==> src/rtl/conv3x3_engine.sv <==
`default_nettype none
// ============================================================================
// Module   : conv3x3_engine
// Purpose  : 3-stage pipelined 3x3 convolution with loadable signed kernel,
//            rounding shift, abs/clamp modes and valid/ready back-pressure.
// Revision : 1.0
// ============================================================================
module conv3x3_engine #(
   parameter int PIX_W  = 8,
   parameter int COEF_W = 8,
   parameter int ACC_W  = PIX_W + COEF_W + 5
) (
   input  logic                  i_clk,
   input  logic                  i_rst_n,
   input  logic [9*PIX_W-1:0]    i_pixel_data,
   input  logic                  i_pixel_data_valid,
   output logic                  o_pixel_ready,
   input  logic [1:0]            i_mode,
   input  logic [3:0]            i_shift,
   input  logic                  i_coef_we,
   input  logic [3:0]            i_coef_addr,
   input  logic [COEF_W-1:0]     i_coef_data,
   output logic [PIX_W-1:0]      o_convolved_data,
   output logic                  o_convolved_data_valid,
   input  logic                  i_out_ready,
   output logic                  o_sat
);

   localparam int c_prod_w = PIX_W + 1 + COEF_W;
   localparam int c_norm_w = ACC_W + 2;
   localparam logic [1:0] c_mode_bypass = 2'b00;
   localparam logic [1:0] c_mode_abs    = 2'b10;
   localparam logic [1:0] c_mode_invert = 2'b11;
   localparam logic signed [c_norm_w-1:0] c_pix_max = c_norm_w'((1 << PIX_W) - 1);

   logic                       w_adv;
   logic signed [COEF_W-1:0]   r_coef [9];
   logic signed [c_prod_w-1:0] w_prod [9];

   logic                       r_s1_valid;
   logic signed [c_prod_w-1:0] r_s1_prod [9];
   logic [PIX_W-1:0]           r_s1_centre;
   logic [1:0]                 r_s1_mode;
   logic [3:0]                 r_s1_shift;

   logic signed [ACC_W-1:0]    w_sum;
   logic                       r_s2_valid;
   logic signed [ACC_W-1:0]    r_s2_sum;
   logic [PIX_W-1:0]           r_s2_centre;
   logic [1:0]                 r_s2_mode;
   logic [3:0]                 r_s2_shift;

   logic signed [c_norm_w-1:0] w_v;
   logic signed [c_norm_w-1:0] w_rnd;
   logic signed [c_norm_w-1:0] w_norm;
   logic [PIX_W-1:0]           w_res;
   logic                       w_sat;

   // Every stage moves together; the engine only stalls when the output is held.
   assign w_adv         = !o_convolved_data_valid || i_out_ready;
   assign o_pixel_ready = w_adv;

   always_ff @(posedge i_clk or negedge i_rst_n) begin
      if (!i_rst_n) begin
         for (int k = 0; k < 9; k++) begin
            r_coef[k] <= (k == 4) ? COEF_W'(1) : COEF_W'(0);
         end
      end else if (i_coef_we) begin
         for (int k = 0; k < 9; k++) begin
            if (i_coef_addr == 4'(k)) begin
               r_coef[k] <= i_coef_data;
            end
         end
      end
   end

   genvar gk;
   generate
      for (gk = 0; gk < 9; gk++) begin : g_prod
         logic signed [c_prod_w-1:0] w_pix_ext;
         logic signed [c_prod_w-1:0] w_coef_ext;
         assign w_pix_ext  = $signed({{(COEF_W+1){1'b0}}, i_pixel_data[gk*PIX_W +: PIX_W]});
         assign w_coef_ext = $signed({{(PIX_W+1){r_coef[gk][COEF_W-1]}}, r_coef[gk]});
         assign w_prod[gk] = w_pix_ext * w_coef_ext;
      end
   endgenerate

   always_ff @(posedge i_clk or negedge i_rst_n) begin
      if (!i_rst_n) begin
         r_s1_valid  <= 1'b0;
         r_s1_centre <= '0;
         r_s1_mode   <= '0;
         r_s1_shift  <= '0;
         for (int k = 0; k < 9; k++) begin
            r_s1_prod[k] <= '0;
         end
      end else if (w_adv) begin
         r_s1_valid <= i_pixel_data_valid;
         if (i_pixel_data_valid) begin
            r_s1_centre <= i_pixel_data[4*PIX_W +: PIX_W];
            r_s1_mode   <= i_mode;
            r_s1_shift  <= i_shift;
            for (int k = 0; k < 9; k++) begin
               r_s1_prod[k] <= w_prod[k];
            end
         end
      end
   end

   always_comb begin
      w_sum = '0;
      for (int k = 0; k < 9; k++) begin
         w_sum = w_sum + $signed({{(ACC_W-c_prod_w){r_s1_prod[k][c_prod_w-1]}}, r_s1_prod[k]});
      end
   end

   always_ff @(posedge i_clk or negedge i_rst_n) begin
      if (!i_rst_n) begin
         r_s2_valid  <= 1'b0;
         r_s2_sum    <= '0;
         r_s2_centre <= '0;
         r_s2_mode   <= '0;
         r_s2_shift  <= '0;
      end else if (w_adv) begin
         r_s2_valid <= r_s1_valid;
         if (r_s1_valid) begin
            r_s2_sum    <= w_sum;
            r_s2_centre <= r_s1_centre;
            r_s2_mode   <= r_s1_mode;
            r_s2_shift  <= r_s1_shift;
         end
      end
   end

   // Two guard bits keep |sum| and the rounding add from overflowing.
   always_comb begin
      w_v = {{2{r_s2_sum[ACC_W-1]}}, r_s2_sum};
      if (r_s2_mode == c_mode_abs && w_v < 0) begin
         w_v = -w_v;
      end
      w_rnd  = (c_norm_w'(1) << r_s2_shift) >> 1;
      w_norm = (w_v + w_rnd) >>> r_s2_shift;
      w_res  = w_norm[PIX_W-1:0];
      w_sat  = 1'b0;
      if (w_norm < 0) begin
         w_res = '0;
         w_sat = 1'b1;
      end else if (w_norm > c_pix_max) begin
         w_res = '1;
         w_sat = 1'b1;
      end
      if (r_s2_mode == c_mode_bypass) begin
         w_res = r_s2_centre;
         w_sat = 1'b0;
      end else if (r_s2_mode == c_mode_invert) begin
         w_res = ~r_s2_centre;
         w_sat = 1'b0;
      end
   end

   always_ff @(posedge i_clk or negedge i_rst_n) begin
      if (!i_rst_n) begin
         o_convolved_data_valid <= 1'b0;
         o_convolved_data       <= '0;
         o_sat                  <= 1'b0;
      end else if (w_adv) begin
         o_convolved_data_valid <= r_s2_valid;
         if (r_s2_valid) begin
            o_convolved_data <= w_res;
            o_sat            <= w_sat;
         end
      end
   end

endmodule
`default_nettype wire

==> config.mk <==
export PLATFORM = sky130hd
export DESIGN_NAME = conv3x3_engine
export DESIGN_NICKNAME = d
export VERILOG_FILES = /design/src/rtl/conv3x3_engine.sv
export SDC_FILE = /design/constraint.sdc
export NUM_CORES = 2
export LEC_CHECK = 0
export ABC_AREA = 0
export CORE_MARGIN = 5
export CORE_UTILIZATION = 60
export CTS_CLUSTER_DIAMETER = 30
export DETAILED_ROUTE_END_ITERATION = 7
export PLACE_DENSITY = 0.8
export SLEW_MARGIN = 15
export SYNTH_ARGS = -nofsm -noshare
export SYNTH_HDL_FRONTEND = slang
export SYNTH_SLANG_ARGS = --single-unit
==> constraint.sdc <==
create_clock -name i_clk -period 8.4 [get_ports i_clk]
set_input_delay 1.68 -clock i_clk [delete_from_list [all_inputs] [get_ports i_clk]]
set_output_delay 1.68 -clock i_clk [all_outputs]
set_load 0.02 [all_outputs]
==> flow_summary_export.csv <==
group,metric,value,unit
critical_path,end_kind,"flop",
clocking,clock_latency,0.60,ns
synth,yosys-top-cells-count,"inv_1, fa_1, ha_1",
place,place_congestion,0.9648,
final_layout,fin_area,39570,um2
sta,grt_setup_unrepaired,"false",
synth,yosysTopAreaCell,"fa_1",
sta,setup_viol,0,
critical_path,crit_cells,21,
synth,synth_warnings,0,
run_status,status,"completed",
synth,synth_most_common_cell,"inv_1",
die,die_h,252.9,um
global_routing,grt-ovfl-total,0,
sta,fin_hold_ws,0.4792,ns
critical_path,critPathSlowestCell,"clkdlybuf4s50_1",
global_routing,first_global_vias,27040,
synth,async_flop_share,1.000,
synth,ys.flop_type,"dfrtp_1",
synth,synth_top_area_frac,0.2579,
clocking,cts_buffer_depth,3,
critical_path,worstPathMaxFanout,8,
clocking,cts_sinks,286,
global_routing,antenna_found_initial,2,
critical_path,path_cells,"clkdlybuf4s50_1, and2_1, fa_1, inv_1, fa_1, fa_1, fa_1, inv_1, ha_1, nor2b_1, o21ai_0, a21boi_0, o21ai_0, a21boi_0, o21ai_0, nand2b_1, a21o_1, a21oi_1, o21ai_0, xnor2_1, o21ai_0",
critical_path,cp-start-kind,"input pin",
die,fp-row-count,89,
synth,syn_nets,4672,
die,core_area,58690,um2
final_layout,drive_gt1_frac,0.08020,
clocking,cts_resized,0,
place,hpwl,65.00,mm
clocking,cts_htree_levels,3,
sta,worst_pin_slew,1.153,ns
synth,synth_top_cells_by_area,"fa_1, dfrtp_1, ha_1, inv_1, and2_1",
clocking,clkTransAtPathRegs,0.05,ns
synth,synth.yosys.seq_area_share,0.2022,
routing,final_antenna_net_count,0,
sta,tns,0,ns
critical_path,r2r_slack,2.56,ns
die,die_area,63960,um2
routing,vias,26020,
synth,synth-edff-count,0,
critical_path,cp_common_cell,"o21ai_0",
clocking,cts_hold_buf,0,
global_routing,grt_first_pass_wirelength,141.5,mm
routing,wl,85.43,mm
routing,dr.pass1.iters,5,
sta,hold_viol,0,
sta,finClkSkew,0.02256,ns
critical_path,arrival,6.84,ns
critical_path,rr_worst_depth,19,
clocking,cts_tree,"done",
worst_hold_path,hold_class,"flop to flop",
critical_path,path_buf_inv,3,
die,dieWidth,252.9,um
flow_run,timing.max_cap.violations,0,
routing,vias_per_cell,5.618,
clocking,cts_buffers,70,
critical_path,worstPathRequired,8.83,ns
place,place_area,37190,um2
sta,post-route-period-util,0.7637,
routing,avgRoutedWirePerCell,18.45,um
sta,max_freq,0.1559,GHz
synth,ys_ff_latch,286,
die,ios,106,
place,port_buffers,105,
final_layout,n_fill_cell,4351,
critical_path,crit_family,"adder cells",
critical_path,reg2reg_from,"r_s1_prod[53]",
final_layout,utilization,0.6742,
synth,synth_cell_types,87,
clocking,postCtsSetupBuffers,0,
routing,drtIter0Drc,1931,
die,start_util,0.6032,
clocking,cts_root_buffer,"clkbuf_16",
critical_path,cp-endpoint,"r_s1_prod[16]",
sta,max-slew-margin-rel,0.2292,
critical_path,rr_endpoint,"r_s2_sum[19]",
synth,synthCells,3697,
synth,netlist_area,35400,um2
sta,drv_slew,0,
sta,fin_crit,6.415,ns
final_layout,area_growth,11.77,%
routing,drc,0,
final_layout,nNetsFinal,4774,
critical_path,critPathKind,"input pin to flop",
global_routing,grt_max_degree,117,
synth,synth.avg_cell_area,9.576,um2
critical_path,startpoint,"i_pixel_data[67]",
global_routing,gr-usage-all-layers,0.2753,
critical_path,cp_slowest_stage_delay,0.54,ns
==> registers in the layout, indices dropped and copies added (netlist names) <==
name	count
r_s1_centre	8
r_s2_valid	1
r_s2_sum	21
r_s1_mode	2
g_prod.w_coef_ext	72
r_s1_shift	4
r_s2_centre	8
o_convolved_data_valid	1
r_s1_valid	1
r_s2_shift	4
o_sat	1
r_s2_mode	2
r_s1_prod	153
o_convolved_data	8
==> layout by cell type (no fill, tap or decap), drive strengths merged, types with 9 or more instances in the layout <==
| cell | netlist | routed |
|---|---|---|
| mux2 | 139 | 139 |
| inv | 643 | 659 |
| nand2 | 424 | 424 |
| o21ai | 217 | 217 |
| clkinv | 2 | 13 |
| clkbuf | 75 | 86 |
| a31oi | 10 | 10 |
| xor2 | 58 | 58 |
| nand3 | 17 | 17 |
| a211oi | 13 | 13 |
| buf | 10 | 11 |
| a21boi | 18 | 18 |
| nand2b | 65 | 65 |
| fa | 456 | 456 |
| o21bai | 10 | 10 |
| dfrtp | 285 | 285 |
| and2 | 308 | 308 |
| xnor2 | 77 | 77 |
| nor3 | 25 | 25 |
| mux2i | 13 | 13 |
| nor2 | 103 | 103 |
| a21o | 33 | 33 |
| nand4 | 12 | 12 |
| nor2b | 14 | 14 |
| clkinvlp | 0 | 9 |
| ha | 424 | 424 |
| clkdlybuf4s50 | 0 | 104 |
| a21oi | 111 | 111 |
| o31ai | 31 | 31 |
==> per-stage QoR <==
stage / setup slack (ns) / instances
detailed placement: 1.505 / 4500
global route: 1.662 / 4626
finish: 1.985 / 4631
global placement: 1.613 / 4500
floorplan: 2.456 / 3697
CTS: 2.043 / 4626
==> cell type report <==
class / instances / area (um2) / area share
Antenna cell: 5 / 12.51 / 0.0003162
Clock buffer: 86 / 1924 / 0.04864
Clock inverter: 40 / 435.4 / 0.01100
Inverter: 645 / 2421 / 0.06119
Multi-Input combinational cell: 2681 / 25500 / 0.6446
Sequential cell: 286 / 7158 / 0.1809
Tap cell: 773 / 967.2 / 0.02444
Timing Repair Buffer: 115 / 1144 / 0.02890
==> metal layers <==
| layer | wire [um] | up-vias | track usage | share of wire |
|---|---|---|---|---|
| met5 | 0 | - | 0 | 0 |
| met4 | 2878 | 0 | 0.08839 | 0.034 |
| met3 | 5274 | 172 | 0.04365 | 0.062 |
| met2 | 41060 | 793 | 0.4505 | 0.48 |
| met1 | 36210 | 13000 | 0.3809 | 0.42 |
| li1 | - | 12050 | - | - |
==> cells by family (layout without fill, tap and decap cells) <==
group | count (synthesis) | count (layout) | share of synthesized area
compound gates | 492 | 492 | 0.08493
simple gates | 1020 | 1020 | 0.1447
buf+inv | 730 | 886 | 0.07779
fa+ha+maj | 880 | 880 | 0.4077
flops | 286 | 286 | 0.2022
mux | 154 | 154 | 0.04927
other cells | 0 | 5 | 0
xor+xnor | 135 | 135 | 0.03340
==> worst min-delay path by stage <==
stage,startpoint,endpoint,cells after the start
2_1_floorplan,r_s2_valid,o_convolved_data_valid,2
3_3_place_gp,o_sat,o_sat,2
3_5_place_dp,o_sat,o_sat,2
4_1_cts,r_s1_centre[4],r_s2_centre[4],1
5_1_grt,r_s1_centre[4],r_s2_centre[4],1
6_report,r_s1_centre[4],r_s2_centre[4],1
Power is left out: the tool's default activity adds up to more than one toggle a clock period on the data nets, which glitch-free logic cannot reach.
